### src/rtl/fp_pkg.sv
// Shared FP32 definitions for the unpack and rounding stages.
//   - field widths, bias and the all-ones exponent code
//   - unpacker FSM states and operand class enum
//   - unpk_t: unpacked operand {sign, exp, mant, class flags}
package fp_pkg;
  localparam int EXP_W     = 8;
  localparam int FRAC_W    = 23;
  localparam int GRS_W     = 3;
  localparam int MANT_W    = 27;  // {hidden, frac, G, R, S}
  localparam int EXP_OUT_W = 10;  // signed biased exponent
  localparam int BIAS      = 127;
  localparam logic [EXP_W-1:0] EXP_MAX = 8'hFF;

  typedef enum logic [1:0] {IDLE, NORM, DONE} state_e;
  typedef enum logic [2:0] {ZERO, SUBNORMAL, NORMAL, INF, NAN} fp_class_e;

  typedef struct packed {
    logic                 sign;
    logic [EXP_OUT_W-1:0] exp;
    logic [MANT_W-1:0]    mant;
    logic                 is_zero;
    logic                 is_inf;
    logic                 is_nan;
    logic                 is_snan;
    logic                 is_subnormal;
  } unpk_t;
endpackage

### src/rtl/fp_classify.sv
// Combinational FP32 decode: class flags plus the initial mantissa/exponent.
//   data      : packed FP32 operand
//   res       : unpacked operand (subnormals are not yet normalized)
//   cls       : operand class
//   need_norm : operand must go through iterative normalization
// Config macro FP_DAZ_EN: subnormals decode as signed zero with
// is_subnormal still set, and never request normalization.
module fp_classify
  import fp_pkg::*;
(
  input  logic [31:0] data,
  output unpk_t       res,
  output fp_class_e   cls,
  output logic        need_norm
);
  logic [EXP_W-1:0]  e;
  logic [FRAC_W-1:0] f;

  assign e = data[30:23];
  assign f = data[22:0];

  always_comb begin
    res       = '0;
    res.sign  = data[31];
    res.mant  = {1'b1, f, {GRS_W{1'b0}}};
    res.exp   = {2'b00, e};
    cls       = NORMAL;
    need_norm = 1'b0;
    if (e == EXP_MAX) begin
      if (f == '0) begin
        cls        = INF;
        res.is_inf = 1'b1;
      end else begin
        cls         = NAN;
        res.is_nan  = 1'b1;
        res.is_snan = !f[FRAC_W-1];  // quiet bit clear => signalling
      end
    end else if (e == '0) begin
      if (f == '0) begin
        cls         = ZERO;
        res.is_zero = 1'b1;
        res.mant    = '0;
        res.exp     = '0;
      end else begin
        cls              = SUBNORMAL;
        res.is_subnormal = 1'b1;
`ifdef FP_DAZ_EN
        res.is_zero = 1'b1;
        res.mant    = '0;
        res.exp     = '0;
`else
        // Subnormals share the minimum normal exponent; NORM walks it down.
        res.mant  = {1'b0, f, {GRS_W{1'b0}}};
        res.exp   = 10'd1;
        need_norm = 1'b1;
`endif
      end
    end
  end
endmodule

### src/rtl/fp_unpacker.sv
// FP32 unpacker: classifies a packed single and emits sign, signed biased
// exponent and a 27-bit {hidden, frac, G, R, S} mantissa. Subnormals are
// normalized over several cycles, SHIFT_STEP bits per cycle (1, 2, 4 or 8).
//   clk, rst                      : clock, synchronous active-high reset
//   in_valid/in_ready/in_data     : operand handshake
//   out_valid/out_ready           : result handshake
//   out_sign/out_exp/out_mant     : unpacked result
//   out_is_{zero,inf,nan,snan,subnormal} : class flags
// Config macro FP_DAZ_EN: denormals-are-zero, no NORM state used.
module fp_unpacker
  import fp_pkg::*;
#(
  parameter int SHIFT_STEP = 1
) (
  input  logic                 clk,
  input  logic                 rst,
  input  logic                 in_valid,
  output logic                 in_ready,
  input  logic [31:0]          in_data,
  output logic                 out_valid,
  input  logic                 out_ready,
  output logic                 out_sign,
  output logic [EXP_OUT_W-1:0] out_exp,
  output logic [MANT_W-1:0]    out_mant,
  output logic                 out_is_zero,
  output logic                 out_is_inf,
  output logic                 out_is_nan,
  output logic                 out_is_snan,
  output logic                 out_is_subnormal
);
  state_e    state, state_nx;
  unpk_t     r, r_nx, cls_res;
  fp_class_e cls;
  logic      need_norm;
  logic      accept;

  fp_classify u_classify (
    .data      (in_data),
    .res       (cls_res),
    .cls       (cls),
    .need_norm (need_norm)
  );

  // DONE with out_ready frees the slot in the same cycle: full throughput.
  assign in_ready  = !rst && ((state == IDLE) || (state == DONE && out_ready));
  assign accept    = in_valid && in_ready;
  assign out_valid = (state == DONE);

`ifndef FP_DAZ_EN
  // Leading zeros in the top SHIFT_STEP bits, saturating at SHIFT_STEP,
  // so a step never shifts the leading one past bit 26.
  logic [3:0]        n;
  logic [MANT_W-1:0] mant_sh;
  logic              found;

  always_comb begin
    n     = 4'(SHIFT_STEP);
    found = 1'b0;
    for (int i = 0; i < SHIFT_STEP; i++) begin
      if (!found && r.mant[MANT_W-1-i]) begin
        n     = 4'(i);
        found = 1'b1;
      end
    end
    mant_sh = r.mant << n;
  end
`endif

  always_comb begin
    state_nx = state;
    r_nx     = r;
    case (state)
      IDLE, DONE: begin
        if (accept) begin
          r_nx     = cls_res;
          state_nx = need_norm ? NORM : DONE;
        end else if (state == DONE && out_ready) begin
          state_nx = IDLE;
        end
      end
      NORM: begin
`ifdef FP_DAZ_EN
        state_nx = IDLE;
`else
        r_nx.mant = mant_sh;
        r_nx.exp  = r.exp - {6'b0, n};
        if (mant_sh[MANT_W-1]) state_nx = DONE;
`endif
      end
      default: state_nx = IDLE;
    endcase
  end

  always_ff @(posedge clk) begin
    if (rst) begin
      state <= IDLE;
      r     <= '0;
    end else begin
      state <= state_nx;
      r     <= r_nx;
    end
  end

  assign out_sign         = r.sign;
  assign out_exp          = r.exp;
  assign out_mant         = r.mant;
  assign out_is_zero      = r.is_zero;
  assign out_is_inf       = r.is_inf;
  assign out_is_nan       = r.is_nan;
  assign out_is_snan      = r.is_snan;
  assign out_is_subnormal = r.is_subnormal;
endmodule
### config.mk
export PLATFORM = sky130hd
export DESIGN_NAME = fp_unpacker
export DESIGN_NICKNAME = d
export VERILOG_FILES = /design/src/rtl/fp_pkg.sv /design/src/rtl/fp_classify.sv /design/src/rtl/fp_unpacker.sv
export SDC_FILE = /design/constraint.sdc
export NUM_CORES = 1
export LEC_CHECK = 0
export BUFFER_PORTS_ARGS = -buffer_cell sky130_fd_sc_hd__buf_2
export CORE_UTILIZATION = 48
export CTS_CLUSTER_SIZE = 30
export DETAILED_ROUTE_END_ITERATION = 8
export PLACE_DENSITY_LB_ADDON = 0.05
export SYNTH_ARGS = -nofsm -noshare
export SYNTH_HDL_FRONTEND = slang
export SYNTH_SLANG_ARGS = --single-unit
### constraint.sdc
create_clock -name clk -period 2.1 [get_ports clk]
set_input_delay 0.105 -clock clk [delete_from_list [all_inputs] [get_ports clk]]
set_output_delay 0.105 -clock clk [all_outputs]
set_load 0.01 [all_outputs]
==> results of run 1 <==
[layout make-up]
type                       instances  area (um2)  area share [%]
clock buffer                       8        90.1            3.52
inverter                           5        18.8           0.734
multi-input combinational        169        1070            41.9
sequential                        44         881            34.5
tap                               50        62.6            2.45
timing repair buffer              84         433            16.9
[cells by family (layout without fill, tap and decap cells)]
group | Yosys count | in the layout
muxes | 21 | 21
and+or+nand+nor | 86 | 86
AOI/OAI and AO/OA | 59 | 59
adders and majority gates | 2 | 2
DFF | 44 | 44
other | 1 | 1
buffers and inverters | 18 | 97
[registers in the layout (all words and copies together) (netlist names)]
register          count
out_is_snan           1
out_is_nan            1
out_exp              10
out_is_zero           1
out_is_subnormal      1
out_sign              1
out_mant             26
state                 2
out_is_inf            1
[worst reg2reg max path, stage by stage, from the launching register on]
cell     delay [ns]
dfxtp_1        0.46
nor2b_1        0.40
nand2_1        0.19
or4_1          0.43
a21oi_1        0.15
[Yosys cell counts (3+ instances only)]
library cell,instances
inv_1,4
nor2_1,8
o311ai_0,3
nor3_1,6
dfxtp_1,44
buf_2,3
nand3_1,11
a21oi_1,9
nor4_1,7
nand2_1,33
a2bb2oi_1,3
o21ai_0,28
a31oi_1,3
mux2i_1,21
nand4_1,3
clkbuf_1,8
[final timing paths]
path	cells after the start	from	to
max	4	state[0]$_SDFFE_PP0P_	out_exp[8]$_SDFFE_PP0P_
min	3	in_data[31]	out_sign$_SDFFE_PP0P_
max reg2reg	4	state[0]$_SDFFE_PP0P_	out_exp[8]$_SDFFE_PP0P_
min reg2reg	2	out_mant[1]$_SDFFE_PP0P_	out_mant[1]$_SDFFE_PP0P_
[per-layer routing]
metal	routed length, um	share of wire (%)	track usage (%)	vias to the layer above
met4	37	0.72	7.98	0
met2	2280	44	33.9	72
met1	2430	47	32.7	923
li1	-	-	-	1002
met5	0	0	0	-
met3	389	7.6	5.82	4
[report_power, final]
part	internal (mW)	switching (mW)	total (mW)
Combinational	0.104	0.133	0.238
Sequential	0.876	0.0343	0.910
Clock	0.269	0.273	0.542
[metrics by stage]
step | power (mW) | hold slack, ns | utilization [%] | cell area [um2]
floorplan | 1.05 | 0.203 | - | 2030
global placement | 1.16 | 0.308 | 61.2 | 2470
detailed placement | 1.17 | 0.314 | 61.2 | 2470
CTS | 1.70 | 0.00794 | 63.4 | 2560
global route | 1.77 | 0.0266 | 63.4 | 2560
finish | 1.69 | 0.0109 | 63.4 | 2560
==> results.py, run 1 <==
metrics = {
    "outcome": {
        "status": "completed",
    },
    "place": {
        "dp_hpwl_um": 3770,
        "port_buffers": 79,
        "dp.cells": 352,
        "place.gp.congestion": 0.855,
        "preCtsSetupSlack_ns": 0.445,
    },
    "worst_setup_path": {
        "critPathBufInv": 0,
        "critPathArrivalTime_ns": 1.92,
        "crit_type": "reg -> reg",
        "worstPathRequired_ns": 2.32,
        "crit_family": "simple AND/OR/NAND/NOR gates",
        "critPathMaxStageDelay_ns": 0.46,
        "reg2reg_slack_ns": 0.40,
        "slowest_stage": "dfxtp_1",
        "cp-end-kind": "flop",
        "crit_path_cell_trace": "nor2b_1 > nand2_1 > or4_1 > a21oi_1",
        "crit_path_start_kind": "flop",
        "path_max_fanout": 9,
    },
    "synth": {
        "netlist_instances": 231,
        "synthAdderAreaFrac_pct": 1.23,
        "synth_compound_area_share_pct": 18.5,
        "ys_types": 46,
        "synth_xor_area_share_pct": 0,
        "synth_largest_area_cell": "dfxtp_1",
        "yosys_warnings": 0,
        "synth-async-reset-ratio_pct": 0,
        "synth-simple-area-share_pct": 22.2,
        "synth_area_mm2": 0.00203,
        "synth_top_area_share_pct": 43.4,
        "synth_top_family_by_area": "simple AND/OR/NAND/NOR gates",
        "synth_seq_cells": 44,
        "syn-num-nets": 269,
        "synth.top_cells.by_area": "dfxtp_1 43%, mux2i_1 10%, o21ai_0 6.9%, nand2_1 6.1%, nand3_1 2.7%",
        "synth.area.mux_share_pct": 10.4,
        "synth_area_per_cell_um2": 8.78,
        "seq_area_frac_synth_pct": 43.4,
        "ys_dominant_reg_cell": "dfxtp_1",
        "synth_edf_count": 0,
    },
    "pwr": {
        "p_per_area_mw_per_mm2": 661,
        "p_leak_nw": 1.25,
        "peakVddDrop_mv": 0.454,
    },
    "layout": {
        "final_common_cell": "buf_2",
        "syn_to_final_growth_pct": 26.0,
        "fill_cells": 390,
        "antenna_cells": 0,
        "fin_cells": 360,
        "final_cell_mix": "79 x buf_2, 44 x dfxtp_1, 33 x nand2_1",
        "nNetsFinal": 347,
        "layout-drive-gt1-share_pct": 31.6,
    },
    "grt": {
        "grt_max_degree": 27,
        "grt_pass1_wl_um": 7870,
        "grt_pass1_vias": 1678,
        "grt-ovfl-total": 0,
        "grtUsageTotal_pct": 23.3,
        "grt_antenna_before_repair": 0,
    },
    "clock_tree": {
        "root_buffer": "clkbuf_8",
        "holdBufCountCts": 0,
        "clkTransAtPathRegs_ns": 0.08,
        "clock-sinks": 44,
        "post_cts_buffers": 0,
        "clk_latency_ns": 0.29,
        "cts-resized-gates": 0,
        "numCtsBuffers": 5,
        "h-tree-depth": 2,
        "cts_tree": "yes",
        "clock_path_buffers": 2,
    },
    "sta": {
        "fin_ws_ns": 0.405,
        "fin_crit_sh_pct": 80.7,
        "drv_slew": 0,
        "fin_skew_ns": 0.00431,
        "setup_viol": 0,
        "hold_violations": 0,
        "period_needed_ns": 1.70,
        "grt_setup_unrepaired": "false",
        "tns_ns": 0,
        "fmax_ghz": 0.590,
    },
    "die": {
        "die_h_um": 67.0,
        "core-area_mm2": 0.00403,
        "die_area_mm2": 0.00449,
        "initial_utilization_pct": 50.3,
        "floorplan.die.width_um": 67.0,
        "io_pins": 81,
        "rows": 23,
    },
    "detailed_routing": {
        "drc_errors": 0,
        "via_count": 2001,
        "final_antenna_net_count": 0,
        "drtPass1Iterations": 4,
        "wl_per_cell_um": 14.3,
        "via_per_inst": 5.56,
        "dr.first_iter.drc_count": 137,
        "routed_wl_um": 5140,
    },
    "hold_path": {
        "hold_class": "in -> reg",
    },
    "flow_run": {
        "maxCapViolations": 0,
    },
}
No activity file was read; power rests on OpenSTA's default activity.
==> run 2: changes to the inputs <==
--- a/config.mk
+++ b/config.mk
@@ -6,7 +6,7 @@
 export NUM_CORES = 1
 export LEC_CHECK = 0
 export BUFFER_PORTS_ARGS = -buffer_cell sky130_fd_sc_hd__buf_2
-export CORE_UTILIZATION = 48
+export CORE_UTILIZATION = 43
 export CTS_CLUSTER_SIZE = 30
 export DETAILED_ROUTE_END_ITERATION = 8
 export PLACE_DENSITY_LB_ADDON = 0.05
==> constraint.sdc (replaced) <==
create_clock -name clk -period 1.5 [get_ports clk]
set_input_delay 0.075 -clock clk [delete_from_list [all_inputs] [get_ports clk]]
set_output_delay 0.075 -clock clk [all_outputs]
set_load 0.01 [all_outputs]
==> run 2 against run 1 <==
The run now ends with DRC, setup timing left; register-to-register slack worse by 0.41 ns; clock-buffer cell count down 2; total power up 45%; non-clock buffer count up 27; final cell count up 8.1%; critical path type unchanged; highest routed layer unchanged.
==> results.py, run 2 (synthesis gave the netlist of run 1 again) <==
metrics = {
    "grt": {
        "grt-ovfl-total": 0,
        "grt_antenna_before_repair": 0,
        "grt_pass1_wl_um": 8760,
        "grt_max_degree": 26,
        "grt_pass1_vias": 1876,
        "grtUsageTotal_pct": 22.1,
    },
    "layout": {
        "syn_to_final_growth_pct": 42.0,
        "final_cell_mix": "79 x buf_2, 41 x dfxtp_1, 32 x nand2_1",
        "antenna_cells": 0,
        "layout-drive-gt1-share_pct": 38.6,
        "nNetsFinal": 374,
        "final_common_cell": "buf_2",
        "largest_reg_flops": 26,
        "fin_area_mm2": 0.00288,
        "fin_cells": 389,
    },
    "detailed_routing": {
        "highest_layer": "met4",
        "wl_met2_um": 2790,
        "via_per_inst": 5.35,
        "via_count": 2083,
        "routed_wl_um": 5620,
        "wl_met1_um": 2510,
        "drtPass1Iterations": 6,
        "dr.first_iter.drc_count": 84,
        "final_antenna_net_count": 0,
        "drc_errors": 14,
        "wl_per_cell_um": 14.5,
        "wl_met3_um": 267,
    },
    "clock_tree": {
        "clkTransAtPathRegs_ns": 0.09,
        "clock_path_buffers": 2,
        "cts_tree": "yes",
        "numCtsBuffers": 5,
        "root_buffer": "clkbuf_8",
        "clock-sinks": 44,
        "h-tree-depth": 2,
        "post_cts_buffers": 0,
        "clk_latency_ns": 0.30,
    },
    "pwr": {
        "p_per_area_mw_per_mm2": 853,
        "p_leak_nw": 1.39,
        "peakVddDrop_mv": 0.533,
    },
    "sta": {
        "period_needed_ns": 1.50,
        "fmax_ghz": 0.666,
        "setup_viol": 1,
        "grt_setup_unrepaired": "true",
        "fin_ws_ns": -0.00215,
        "fin_crit_sh_pct": 100,
        "hold_violations": 0,
        "whs_ns": 0.00284,
        "drv_slew": 0,
        "tns_ns": -0.00215,
        "fin_skew_ns": 0.00982,
    },
    "die": {
        "core-area_mm2": 0.00444,
        "io_pins": 81,
        "floorplan.die.width_um": 70.7,
        "die_area_mm2": 0.00500,
        "initial_utilization_pct": 45.6,
        "rows": 24,
        "die_h_um": 70.7,
    },
    "place": {
        "port_buffers": 79,
        "place.gp.congestion": 0.814,
        "dp_hpwl_um": 4070,
        "preCtsSetupSlack_ns": -0.00543,
        "dp.cells": 371,
        "place_area_mm2": 0.00264,
    },
    "hold_path": {
        "min_path_cells": 3,
        "worstHoldEndpoint": "out_mant[24]$_SDFFE_PP0P_",
        "worst_hold_startpoint": "in_data[21]",
        "hold_class": "in -> reg",
    },
    "worst_setup_path": {
        "cp-end-kind": "flop",
        "critPathArrivalTime_ns": 1.74,
        "reg2reg_slack_ns": -0.002,
        "crit_type": "reg -> reg",
        "r2r_start": "out_mant[26]$_SDFFE_PP0P_",
        "worst_r2r_endpoint": "out_exp[9]$_SDFFE_PP0P_",
        "r2r_cells": 6,
        "worstPathRequired_ns": 1.74,
        "crit_path_start_kind": "flop",
        "path_max_fanout": 2,
    },
    "flow_run": {
        "maxCapViolations": 0,
    },
    "outcome": {
        "violations": "DRC, setup timing",
        "status": "finished with violations",
    },
}
==> run 2: changes by cell type in the layout (fill, tap and decap cells not counted), moves of 2 or more <==
cell and change:
buf_12 +3, buf_4 +14, clkbuf_1 -2, clkinvlp_4 +2, dfxtp_1 -3, dfxtp_2 +3
dlygate4sd3_1 +10, inv_1 -2, inv_2 +2, nor4_1 -2, nor4_2 +2
==> run 2: through the flow <==
stage          total power, mW  utilization (%)
3_5_place_dp              1.67             59.3
6_report                  2.46             64.8
5_1_grt                   2.59             64.8
2_1_floorplan             1.47                -
4_1_cts                   2.46             63.9
3_3_place_gp              1.67             59.3
==> run 2: final cells by class <==
cell class	instances	area (um2)
timing repair buffer	111	698
clock inverter	2	15.0
inverter	5	18.8
tap	52	65.1
fill	386	1560
sequential	44	885
multi-input combinational	169	1120
clock buffer	6	82.6
==> run 2: worst max path at each step <==
stage                                   start                       end  slack [ns]
floorplan               state[0]$_SDFFE_PP0P_  out_is_snan$_SDFFE_PP0P_       -0.05
global placement        state[0]$_SDFFE_PP0P_  out_is_snan$_SDFFE_PP0P_        0.04
detailed placement      state[0]$_SDFFE_PP0P_  out_is_snan$_SDFFE_PP0P_      -0.005
CTS                 out_mant[26]$_SDFFE_PP0P_   out_exp[9]$_SDFFE_PP0P_       0.009
global route            state[0]$_SDFFE_PP0P_  out_is_snan$_SDFFE_PP0P_       -0.05
finish              out_mant[26]$_SDFFE_PP0P_   out_exp[9]$_SDFFE_PP0P_      -0.002
==> run 2: routing by layer <==
metal | up-vias | global-route usage (%)
met5 | - | 0
met4 | 0 | 5.33
met3 | 5 | 4.42
met2 | 61 | 39.7
met1 | 962 | 27.2
li1 | 1055 | -
==> run 2: worst max-delay path, stage by stage, from the launching register on <==
cell	delay (ns)
dfxtp_2	0.34
inv_2	0.07
ha_4	0.13
and4bb_2	0.25
nand3_2	0.07
or4_1	0.47
a21oi_1	0.13
==> run 2: what timing repair did <==
action                                  in CTS  in global routing
endpoints found under the hold margin       10                  0
endpoints found under the setup margin       1                 19
hold buffers                                10                  0
pin swaps                                    0                  6
gates resized for setup                      1                 11
==> run 2: power breakdown <==
part           internal, mW  total (mW)  switching [mW]
sequential             1.23        1.27          0.0468
clock                 0.373       0.772           0.399
combinational         0.202       0.410           0.208
total                  1.80        2.46           0.654
==> run 3: changes to the inputs <==
--- a/config.mk
+++ b/config.mk
@@ -9,6 +9,7 @@
 export CORE_UTILIZATION = 43
 export CTS_CLUSTER_SIZE = 30
 export DETAILED_ROUTE_END_ITERATION = 8
+export MAX_ROUTING_LAYER = met4
 export PLACE_DENSITY_LB_ADDON = 0.05
 export SYNTH_ARGS = -nofsm -noshare
 export SYNTH_HDL_FRONTEND = slang
==> run 3 against run 2 <==
The run still ends with DRC, setup timing left; sequential power hardly changed; critical path depth stayed put; routed wire length about the same; critical path type unchanged; clock power is essentially flat; fmax hardly changed; hold slack barely moved; largest power group unchanged; via count hardly changed.
==> results.py, run 3 (synthesis gave the netlist of run 1 again) <==
metrics = {
    "layout": {
        "antenna_cells": 0,
        "largest_reg_flops": 26,
        "layout-drive-gt1-share_pct": 38.6,
        "final_common_cell": "buf_2",
        "syn_to_final_growth_pct": 42.0,
        "nNetsFinal": 374,
        "fill_cells": 386,
        "final_cell_mix": "79 x buf_2, 41 x dfxtp_1, 32 x nand2_1",
    },
    "clock_tree": {
        "clock-sinks": 44,
        "h-tree-depth": 2,
        "clock_path_buffers": 2,
        "clk_latency_ns": 0.30,
        "post_cts_buffers": 0,
        "numCtsBuffers": 5,
        "clkTransAtPathRegs_ns": 0.09,
        "cts_tree": "yes",
        "root_buffer": "clkbuf_8",
    },
    "worst_setup_path": {
        "critPathBufInv": 1,
        "path_max_fanout": 2,
        "r2r_start": "out_mant[26]$_SDFFE_PP0P_",
        "critPathMaxStageDelay_ns": 0.47,
        "crit_family": "simple AND/OR/NAND/NOR gates",
        "critPathArrivalTime_ns": 1.74,
        "crit_path_start_kind": "flop",
        "worstSetupPathDepth": 6,
        "cp-end-kind": "flop",
        "worstSetupStartpoint": "out_mant[26]$_SDFFE_PP0P_",
        "r2r_cells": 6,
        "crit_type": "reg -> reg",
        "slowest_stage": "or4_1",
        "worstPathRequired_ns": 1.74,
        "crit_path_cell_trace": "inv_2 > ha_4 > and4bb_2 > nand3_2 > or4_1 > a21oi_1",
    },
    "detailed_routing": {
        "wl_per_cell_um": 14.5,
        "via_count": 2085,
        "drtPass1Iterations": 6,
        "dr.first_iter.drc_count": 82,
        "routed_wl_um": 5630,
        "final_antenna_net_count": 0,
        "drc_errors": 14,
        "via_per_inst": 5.36,
    },
    "sta": {
        "fin_ws_ns": -0.00209,
        "drv_slew": 0,
        "tns_ns": -0.00209,
        "fin_skew_ns": 0.00984,
        "fin_crit_sh_pct": 100,
        "period_needed_ns": 1.50,
        "setup_viol": 1,
        "fmax_ghz": 0.666,
        "grt_setup_unrepaired": "true",
        "hold_violations": 0,
    },
    "die": {
        "die_h_um": 70.7,
        "floorplan.die.width_um": 70.7,
        "core-area_mm2": 0.00444,
        "die_area_mm2": 0.00500,
        "rows": 24,
        "initial_utilization_pct": 45.6,
        "io_pins": 81,
    },
    "grt": {
        "grt_antenna_before_repair": 0,
        "grtUsageTotal_pct": 22.8,
        "grt_max_degree": 26,
        "grt_pass1_vias": 1875,
        "grt-ovfl-total": 0,
        "grt_pass1_wl_um": 8770,
    },
    "hold_path": {
        "hold_class": "in -> reg",
        "worst_hold_startpoint": "in_data[21]",
        "min_path_cells": 3,
    },
    "pwr": {
        "p_leak_nw": 1.39,
        "peakVddDrop_mv": 0.533,
        "p_per_area_mw_per_mm2": 853,
        "total_power_mw": 2.46,
    },
    "outcome": {
        "violations": "DRC, setup timing",
        "status": "finished with violations",
    },
    "place": {
        "port_buffers": 79,
        "dp_hpwl_um": 4070,
        "place.gp.congestion": 0.826,
    },
    "flow_run": {
        "maxCapViolations": 0,
    },
}
-- run 3: cell counts in the layout (fill, tap and decap cells not counted) --
No cell type changed its count.
-- run 3: report_power, final --
group          switching, mW  internal [mW]  leakage (nW)
Sequential            0.0469           1.23         0.361
Combinational          0.208          0.202         0.989
Clock                  0.400          0.373        0.0434
-- run 3: worst min-delay path: stages --
cell	delay, ns
buf_2	0.09
nand2_1	0.04
o21ai_0	0.06
-- run 3: metrics by stage --
step	hold WS [ns]	std cells	area, um2	setup slack [ns]	util (%)
floorplan	0.173	231	2030	-0.0532	-
global placement	0.286	371	2640	0.0448	59.3
detailed placement	0.293	371	2640	-0.00543	59.3
CTS	0.000800	389	2840	0.00888	63.9
global route	0.0110	389	2880	-0.0522	64.8
finish	0.00282	389	2880	-0.00209	64.8
-- run 3: final timing paths --
path	end	slack (ns)
worst max-delay path	out_exp[9]$_SDFFE_PP0P_	-0.002
worst min-delay path	out_mant[24]$_SDFFE_PP0P_	0.003
worst max register to register	out_exp[9]$_SDFFE_PP0P_	-0.002
worst min register to register	out_mant[1]$_SDFFE_PP0P_	0.46
-- run 3: cell type report --
| class | count | area, um2 | share of cell area, % |
|---|---|---|---|
| multi-input combinational | 169 | 1120 | 38.7 |
| clock inverter | 2 | 15.0 | 0.521 |
| inverter | 5 | 18.8 | 0.652 |
| tap | 52 | 65.1 | 2.26 |
| sequential | 44 | 885 | 30.7 |
| timing repair buffer | 111 | 698 | 24.2 |
| clock buffer | 6 | 82.6 | 2.87 |
-- run 3: what timing repair did --
action                                  4_1_cts  5_1_grt
hold endpoints to repair                     10        0
pin swaps                                     0        6
hold buffers                                 10        0
endpoints found under the setup margin        1       19
resized for setup                             1       11
-- run 3: per-layer routing --
layer / part of all wire [%] / vias up / global-route usage (%)
li1: - / 1056 / -
met1: 45 / 963 / 27.2
met2: 50 / 61 / 39.9
met3: 4.7 / 5 / 4.42
met4: 0.94 / 0 / 5.33
met5: 0 / - / -
